## src/rtl/alu_issue_pkg.sv

```systemverilog
// alu_issue_pkg: shared widths and the command record for the ALU issue stage.
package alu_issue_pkg;
   localparam int OP_W = 3;
   localparam int DATA_W = 4;
   typedef struct packed {
      logic [DATA_W-1:0] a;
      logic [DATA_W-1:0] b;
      logic [OP_W-1:0]   op;
   } cmd_t;
endpackage

```

## src/rtl/alu_issue_if.sv

```systemverilog
// alu_issue_if: command, ALU and result signals of the issue stage.
// carry_cnt exists only when CARRY_COUNT_EN is defined.
interface alu_issue_if #(
   parameter int WIDTH = 4,
   parameter int DEPTH = 4
);
   import alu_issue_pkg::*;
   logic                   cmd_valid;
   logic                   cmd_ready;
   logic [WIDTH-1:0]       cmd_a;
   logic [WIDTH-1:0]       cmd_b;
   logic [OP_W-1:0]        cmd_op;
   logic [WIDTH-1:0]       alu_a;
   logic [WIDTH-1:0]       alu_b;
   logic [OP_W-1:0]        alu_s;
   logic [WIDTH-1:0]       alu_y;
   logic                   alu_carry;
   logic                   alu_zero;
   logic                   res_valid;
   logic                   res_ready;
   logic [WIDTH-1:0]       res_y;
   logic                   res_carry;
   logic                   res_zero;
   logic [OP_W-1:0]        res_op;
   logic [$clog2(DEPTH):0] fifo_level;
`ifdef CARRY_COUNT_EN
   logic [7:0]             carry_cnt;
`endif
   modport slave (
`ifdef CARRY_COUNT_EN
      output carry_cnt,
`endif
      input  cmd_valid, cmd_a, cmd_b, cmd_op, alu_y, alu_carry, alu_zero, res_ready,
      output cmd_ready, alu_a, alu_b, alu_s, res_valid, res_y, res_carry, res_zero, res_op,
             fifo_level
   );
   modport master (
`ifdef CARRY_COUNT_EN
      input  carry_cnt,
`endif
      output cmd_valid, cmd_a, cmd_b, cmd_op, alu_y, alu_carry, alu_zero, res_ready,
      input  cmd_ready, alu_a, alu_b, alu_s, res_valid, res_y, res_carry, res_zero, res_op,
             fifo_level
   );
endinterface

```

## src/rtl/alu_cmd_fifo.sv

```systemverilog
// alu_cmd_fifo: DEPTH-entry synchronous FIFO reporting level, full and empty.
module alu_cmd_fifo #(
   parameter int DW = 11,
   parameter int DEPTH = 4
) (
   input  logic                   clk,
   input  logic                   rst_n,
   input  logic                   push,
   input  logic                   pop,
   input  logic [DW-1:0]          wdata,
   output logic [DW-1:0]          rdata,
   output logic [$clog2(DEPTH):0] level,
   output logic                   full,
   output logic                   empty
);
   localparam int AW = $clog2(DEPTH);
   localparam int LW = AW + 1;
   logic [DW-1:0] mem [DEPTH];
   logic [AW-1:0] wp, rp;
   always_ff @(posedge clk)
      if (push) mem[wp] <= wdata;
   // Pointers wrap naturally because DEPTH is a power of two.
   always_ff @(posedge clk or negedge rst_n)
      if (!rst_n) begin
         wp    <= '0;
         rp    <= '0;
         level <= '0;
      end else begin
         if (push) wp <= wp + AW'(1);
         if (pop) rp <= rp + AW'(1);
         level <= level + LW'(push) - LW'(pop);
      end
   assign rdata = mem[rp];
   assign full  = level == LW'(DEPTH);
   assign empty = level == '0;
endmodule

```

## src/rtl/alu_issue_stage.sv

```systemverilog
// alu_issue_stage: command FIFO feeding an external combinational ALU, with a registered
// valid/ready result slot. Defining CARRY_COUNT_EN adds a saturating carry_cnt output.
module alu_issue_stage
   import alu_issue_pkg::*;
#(
   parameter int WIDTH = 4,
   parameter int DEPTH = 4
) (
   input logic        clk,
   input logic        rst_n,
   alu_issue_if.slave bus
);
   localparam int DW = 2 * WIDTH + OP_W;
   logic                   full, empty, push, issue;
   logic [DW-1:0]          head;
   logic [$clog2(DEPTH):0] level;
   logic                   res_valid, res_carry, res_zero;
   logic [WIDTH-1:0]       res_y;
   logic [OP_W-1:0]        res_op;
   // A full FIFO refuses commands even when the head pops on the same edge.
   assign push  = bus.cmd_valid && !full;
   assign issue = !empty && (!res_valid || bus.res_ready);
   alu_cmd_fifo #(.DW(DW), .DEPTH(DEPTH)) u_fifo (
      .clk   (clk),
      .rst_n (rst_n),
      .push  (push),
      .pop   (issue),
      .wdata ({bus.cmd_a, bus.cmd_b, bus.cmd_op}),
      .rdata (head),
      .level (level),
      .full  (full),
      .empty (empty)
   );
   assign bus.alu_a      = empty ? '0 : head[DW-1 -: WIDTH];
   assign bus.alu_b      = empty ? '0 : head[OP_W +: WIDTH];
   assign bus.alu_s      = empty ? '0 : head[OP_W-1:0];
   assign bus.cmd_ready  = !full;
   assign bus.fifo_level = level;
   // The slot refills on the same edge it drains, giving one result per cycle.
   always_ff @(posedge clk or negedge rst_n)
      if (!rst_n) begin
         res_valid <= 1'b0;
         res_y     <= '0;
         res_carry <= 1'b0;
         res_zero  <= 1'b0;
         res_op    <= '0;
      end else if (issue) begin
         res_valid <= 1'b1;
         res_y     <= bus.alu_y;
         res_carry <= bus.alu_carry;
         res_zero  <= bus.alu_zero;
         res_op    <= bus.alu_s;
      end else if (bus.res_ready) begin
         res_valid <= 1'b0;
      end
   assign bus.res_valid = res_valid;
   assign bus.res_y     = res_y;
   assign bus.res_carry = res_carry;
   assign bus.res_zero  = res_zero;
   assign bus.res_op    = res_op;
`ifdef CARRY_COUNT_EN
   logic [7:0] carry_cnt;
   always_ff @(posedge clk or negedge rst_n)
      if (!rst_n) carry_cnt <= '0;
      else if (issue && bus.alu_carry && carry_cnt != 8'hFF) carry_cnt <= carry_cnt + 8'd1;
   assign bus.carry_cnt = carry_cnt;
`endif
endmodule

```

## src/flat_wrapper.sv

```systemverilog
// flat-port wrapper written by rule: the top's interface ports become plain ports
module alu_issue_stage_flat import alu_issue_pkg::*;
#(
   parameter int WIDTH = 4,
   parameter int DEPTH = 4
)
  (clk, rst_n, bus_cmd_valid, bus_cmd_a, bus_cmd_b, bus_cmd_op, bus_alu_y, bus_alu_carry, bus_alu_zero, bus_res_ready, bus_cmd_ready, bus_alu_a, bus_alu_b, bus_alu_s, bus_res_valid, bus_res_y, bus_res_carry, bus_res_zero, bus_res_op, bus_fifo_level);
  alu_issue_if #(.WIDTH(WIDTH), .DEPTH(DEPTH)) bus_i ();
  input logic clk;
  input logic rst_n;
  input wire logic [$bits(bus_i.cmd_valid)-1:0] bus_cmd_valid;
  input wire logic [$bits(bus_i.cmd_a)-1:0] bus_cmd_a;
  input wire logic [$bits(bus_i.cmd_b)-1:0] bus_cmd_b;
  input wire logic [$bits(bus_i.cmd_op)-1:0] bus_cmd_op;
  input wire logic [$bits(bus_i.alu_y)-1:0] bus_alu_y;
  input wire logic [$bits(bus_i.alu_carry)-1:0] bus_alu_carry;
  input wire logic [$bits(bus_i.alu_zero)-1:0] bus_alu_zero;
  input wire logic [$bits(bus_i.res_ready)-1:0] bus_res_ready;
  output wire logic [$bits(bus_i.cmd_ready)-1:0] bus_cmd_ready;
  output wire logic [$bits(bus_i.alu_a)-1:0] bus_alu_a;
  output wire logic [$bits(bus_i.alu_b)-1:0] bus_alu_b;
  output wire logic [$bits(bus_i.alu_s)-1:0] bus_alu_s;
  output wire logic [$bits(bus_i.res_valid)-1:0] bus_res_valid;
  output wire logic [$bits(bus_i.res_y)-1:0] bus_res_y;
  output wire logic [$bits(bus_i.res_carry)-1:0] bus_res_carry;
  output wire logic [$bits(bus_i.res_zero)-1:0] bus_res_zero;
  output wire logic [$bits(bus_i.res_op)-1:0] bus_res_op;
  output wire logic [$bits(bus_i.fifo_level)-1:0] bus_fifo_level;
  assign bus_i.cmd_valid = bus_cmd_valid;
  assign bus_i.cmd_a = bus_cmd_a;
  assign bus_i.cmd_b = bus_cmd_b;
  assign bus_i.cmd_op = bus_cmd_op;
  assign bus_i.alu_y = bus_alu_y;
  assign bus_i.alu_carry = bus_alu_carry;
  assign bus_i.alu_zero = bus_alu_zero;
  assign bus_i.res_ready = bus_res_ready;
  assign bus_cmd_ready = bus_i.cmd_ready;
  assign bus_alu_a = bus_i.alu_a;
  assign bus_alu_b = bus_i.alu_b;
  assign bus_alu_s = bus_i.alu_s;
  assign bus_res_valid = bus_i.res_valid;
  assign bus_res_y = bus_i.res_y;
  assign bus_res_carry = bus_i.res_carry;
  assign bus_res_zero = bus_i.res_zero;
  assign bus_res_op = bus_i.res_op;
  assign bus_fifo_level = bus_i.fifo_level;
  alu_issue_stage #(.WIDTH(WIDTH), .DEPTH(DEPTH)) u_core (.clk(clk), .rst_n(rst_n), .bus(bus_i));
endmodule
```

## config.mk

```make
export PLATFORM = sky130hd
export DESIGN_NAME = alu_issue_stage_flat
export DESIGN_NICKNAME = d
export VERILOG_FILES = /design/src/rtl/alu_issue_pkg.sv /design/src/rtl/alu_issue_if.sv /design/src/rtl/alu_cmd_fifo.sv /design/src/rtl/alu_issue_stage.sv /design/src/flat_wrapper.sv
export SDC_FILE = /design/constraint.sdc
export NUM_CORES = 1
export LEC_CHECK = 0
export CORE_ASPECT_RATIO = 1.1
export CORE_MARGIN = 3
export CORE_UTILIZATION = 30
export DETAILED_ROUTE_END_ITERATION = 6
export GPL_ROUTABILITY_DRIVEN = 1
export SKIP_CTS_REPAIR_TIMING = 1
export SYNTH_ARGS = -nofsm -noshare
export SYNTH_HDL_FRONTEND = slang
export SYNTH_SLANG_ARGS = --single-unit
```

## constraint.sdc

```tcl
create_clock -name clk -period 2.9 [get_ports clk]
set_input_delay 0.435 -clock clk [delete_from_list [all_inputs] [get_ports clk]]
set_output_delay 0.435 -clock clk [all_outputs]
set_load 0.01 [all_outputs]
```

**After elaboration in Yosys (flattened, before gate mapping)**

Memories as Yosys holds them, arrays and structs flattened.
Index checks and enable logic that the tools add are counted.

- Bits in registers: 17
- Bits in writable memories: 44
- Output and inout bits: 25
- Logic and storage cells: 29
- Memories: 1

Memory list:

| memory | depth | width | rd ports | clocked after Yosys merged registers in | wr ports | RTL line | text |
|---|---|---|---|---|---|---|---|
| u_core.u_fifo.mem | 4 | 11 | 1 | 0 | 1 | alu_cmd_fifo.sv:18 | `logic [DW-1:0] mem [DEPTH];` |

- $add $sub $neg: 4
- Equal/unequal tests: 1
- Muxes and demuxes: 7
- Reductions and logical operators: 8

Operators by type and width:

| operator | count |
|---|---|
| $mux W4 | 2 |
| $add A2 B1 Y2 const B | 2 |
| $mux W1 | 4 |
| $add A3 B1 Y3 | 1 |
| $eq A3 B3 Y1 const B | 1 |
| $logic_not A1 Y1 | 3 |
| $logic_not A3 Y1 | 1 |
| $mux W3 | 1 |
| $sub A3 B1 Y3 | 1 |
| $logic_and A1 B1 Y1 | 2 |
| $reduce_bool A2 Y1 | 1 |
| $logic_or A1 B1 Y1 | 1 |

**Depth between registers and ports, before layout**

- Depth in word-level cells: 5
- Mapped depth: 9

**Cells and area by module**

From an unflattened synthesis, not the netlist that was laid out.

- Cells, all modules: 128
- Area, all modules: 2,444.8 um2

Modules (own cells, without submodules):

| module | instances | cells each | area each (um2) | sequential area each (um2) |
|---|---|---|---|---|
| alu_cmd_fifo | 1 | 91 | 1,981.9 | 1,496.4 |
| alu_issue_stage | 1 | 37 | 462.9 | 250.2 |

**Worst setup path after synthesis**

No wires, ideal clock.

- Kind: flip-flop to flip-flop
- Start: register u_core.u_fifo.level[1]
- End: register u_core.u_fifo.level[2]
- Arrival time: 2.128 ns
- Required time: 2.777 ns
- Slack: 0.649 ns
- Stages on the path, launching flop included: 10
- Path buffers: 1
- Period minus slack after synthesis: 2.251 ns
- Cells stage by stage: dfrtp_1 > nor3_1 > nor2b_1 > buf_6 > ha_1 > inv_1 > ha_1 > fa_1 > xnor2_1 > xnor2_1

- Elaborated cells on any way between the ends: 8
- Classes of those cells: add/sub (2); eq/ne (1); reduce/logical (5)

RTL lines:

| what | RTL line | text |
|---|---|---|
| from (decl) | alu_cmd_fifo.sv:12 | `output logic [$clog2(DEPTH):0] level,` |
| from (signal assigned) | alu_cmd_fifo.sv:31 | `level <= level + LW'(push) - LW'(pop);` |
| $logic_not A3 Y1 | alu_cmd_fifo.sv:35 | `assign empty = level == '0;` |
| $logic_not A1 Y1 | alu_issue_stage.sv:22 | `assign issue = !empty && (!res_valid \|\| bus.res_ready);` |
| $logic_and A1 B1 Y1 | alu_issue_stage.sv:22 |  |
| net u_core.issue | alu_issue_stage.sv:14 | `logic full, empty, push, issue;` |
| $sub A3 B1 Y3 | alu_cmd_fifo.sv:31 |  |

The timed path passes the listed nets, and every way through them passes these cells.
A chain may end at the register's enable or synchronous reset.

**Worst setup path in the final report**

- Start: register u_core.u_fifo.rp[0]
- End: output bus_alu_b[0]

- Word-level cells in the longest chain between the ends: 2

Ends and longest elaborated chain:

| what | RTL line | text |
|---|---|---|
| from (decl) | alu_cmd_fifo.sv:19 | `logic [AW-1:0] wp, rp;` |
| from (signal assigned) | alu_cmd_fifo.sv:30 | `if (pop) rp <= rp + AW'(1);` |
| $mem_v2 Z4 W11 | -- |  |
| $mux W4 | alu_issue_stage.sv:35 | `assign bus.alu_b = empty ? '0 : head[OP_W +: WIDTH];` |
| to (decl) | flat_wrapper.sv:21 | `output wire logic [$bits(bus_i.alu_b)-1:0] bus_alu_b;` |

No other way between the ends.

==> out/qor.yml <==
start_util_pct: 31.2
crit_slowest_cell: "mux4_2"
synthCells: 126
ios: 46
grt_use_total_pct: 10.2
timing.rr.start: "u_core.u_fifo.level[1]$_DFF_PN0_"
top_layer: "met4"
place_area_mm2: 0.00306
rows: 34
worst_slew_pin_slew_ps: 760
ant_nets: 0
yosys.area.top_type: "edfxtp_1"
clk_latency_ps: 330
synth_seq_area_share_pct: 70.4
yosys.area.top_type_share_pct: 53.3
syn_to_final_growth_pct: 31.6
arrival_ps: 2120
syn_area_per_cell_um2: 19.7
fin_skew_ps: 5.36
numCtsBuffers: 9
fin_crit_ps: 2550
multi_input_area_um2: 679
clk_path_buf_depth: 2
die_height_um: 101
ys_types: 22
cts_sinks: 61
power_density_mw_per_mm2: 1060
overflow: 0
critPathMaxStageDelay_ps: 530
ys_ff_latch: 61
seq_area_mm2: 0.00175
die_w_um: 92.7
drt-total-wl_um: 4360
portBuffers: 45
drive_above_1_share_pct: 21.5
max-cap-violations: 0
cts_tree: "done"
cts_max_level: 3
holdCritStartpoint: "u_core.bus.res_y[0]$_DFFE_PN0P_"
status: "finished, final reports clean"
cp_cell_sequence: "buf_4 > mux4_2 > and2b_1 > clkdlybuf4s50_1"
drc_errors: 0
grt_setup_unrepaired: "false"
required_ps: 2470
syn_area_mm2: 0.00248
clk_pin_slew_ps: 70
die_area_mm2: 0.00939
core_mm2: 0.00796
wl_per_cell_um: 14.8
grt_antenna_before_repair: 0
finalSetupViolations: 0
cts-root-buf: "clkbuf_8"
crit_path_start_kind: "register"
grt_pass1_wl_um: 7040
design_area_mm2: 0.00326
vias: 1236
routed_via_density: 4.20
met3WireLength_um: 149
drt_iter0_drc: 54
m1WireLength_um: 1800
firstDrtPassIters: 4
final.period_utilization_pct: 88.0
maxClockFrequency_mhz: 392
hold_viol_final: 0
end_kind: "output pin"
finalSetupTns_ps: 0
antennaDiodeCount: 0
netlist_top_cells_area: "edfxtp_1, dfrtp_1, mux4_2, mux2_4, ha_1"
hpwl_um: 2890
leakagePower_nw: 1.22
synth_fp_nets: 154
ys_warn_count: 0
n_fill_cell: 723
ir_worst_vdd_uv: 270
drv_slew: 0
hp-class: "reg2reg"
grt_max_degree: 18
nets: 209
place.gp.congestion: 0.648
critPathMaxFanout: 13
grt_pass1_vias: 1332
worst-setup-path-type: "reg2out"
cp-startpoint: "u_core.u_fifo.rp[0]$_DFFE_PN0P_"
slew_headroom_pct: 49.2
dr_wl_met2_um: 2290
worst max-delay path: cells and delay by family, from the launching register on:
kind | cells | cell delay [ps]
mux | 1 | 530
simple gates | 1 | 190
buf+inv | 2 | 740
flops | 1 | 320
final cells by class:
type | instances | share of cell area (%)
Sequential cell | 61 | 53.5
Multi-Input combinational cell | 55 | 20.8
Timing Repair Buffer | 48 | 14.5
Tap cell | 108 | 4.14
Clock buffer | 11 | 4.03
Clock inverter | 5 | 2.30
Inverter | 6 | 0.690
cell usage in the layout, fill, tap and decap left out, drive strengths merged:
cell type,n
ha,6
and2b,2
dfrtp,17
clkbuf,11
and2,1
clkinv,3
bufinv,2
xnor2,3
and3,4
nand2b,1
xor2,2
mux2,10
clkdlybuf4s50,45
inv,6
buf,3
edfxtp,44
nor2b,10
fa,1
or3b,1
nor3,1
nand2,1
and3b,1
mux4,11
flip-flops by register name, indices dropped and copies added (netlist names):
signal                count
u_core.u_fifo.wp          2
u_core.bus.res_zero       1
u_core.u_fifo.rp          2
u_core.bus.res_op         3
u_core.bus.res_y          4
u_core.u_fifo.level       3
u_core.u_fifo.mem        44
u_core.bus.res_valid      1
u_core.bus.res_carry      1
metal layers:
metal  up-vias  GRT usage, %
met1       627          11.6
met4         0          5.75
li1        580             -
met3         9          3.34
met2        20          16.9
met5         -             0
path summary, 6_finish.rpt:
check,to,slack (ps),cells after the start
worst max-delay path,bus_alu_b[0],350,4
worst min-delay path,u_core.bus.res_y[0]$_DFFE_PN0P_,510,1
worst max register to register,u_core.u_fifo.level[2]$_DFF_PN0_,710,9
worst min register to register,u_core.bus.res_y[0]$_DFFE_PN0P_,510,1
max in group asynchronous,u_core.u_fifo.wp[0]$_DFFE_PN0P_,1870,1
min in group asynchronous,u_core.bus.res_y[1]$_DFFE_PN0P_,550,1
kinds of logic (layout without fill, tap and decap cells):
kind of cell,count (synthesis),in the layout,share of synthesized area [%]
DFF,61,61,70.4
and+or+nand+nor,22,22,5.90
muxes,21,21,15.9
buffers and inverters,10,70,2.17
adders and majority gates,7,7,3.83
xor gates and xnor gates,5,5,1.77
synth_stat cells:
cell type / n
buf_2: 1
edfxtp_1: 44
mux2_2: 1
dfrtp_1: 17
clkbuf_1: 1
and3b_1: 1
mux4_2: 11
and2b_1: 2
or3b_4: 1
nand2b_1: 1
nand2_1: 1
buf_6: 2
xor2_1: 2
ha_1: 6
and2_4: 1
xnor2_1: 3
and3_1: 4
fa_1: 1
mux2_4: 9
inv_1: 6
nor2b_1: 10
nor3_1: 1
report_power, final:
part | internal [mW] | total, mW | switching [mW] | leakage (nW)
Clock | 0.480 | 0.797 | 0.317 | 0.107
Sequential | 1.19 | 1.32 | 0.129 | 0.599
Combinational | 0.811 | 1.36 | 0.546 | 0.513
metrics by stage:
stage,setup slack [ps],power [mW],util [%],hold slack (ps),cells
5_1_grt,248,3.69,41.0,522,294
2_1_floorplan,649,2.12,-,139,126
3_5_place_dp,453,2.74,38.4,497,278
3_3_place_gp,495,2.72,38.4,491,278
4_1_cts,293,3.54,41.0,515,294
6_report,349,3.47,41.0,513,294
Power figures use the tool's default switching activity.
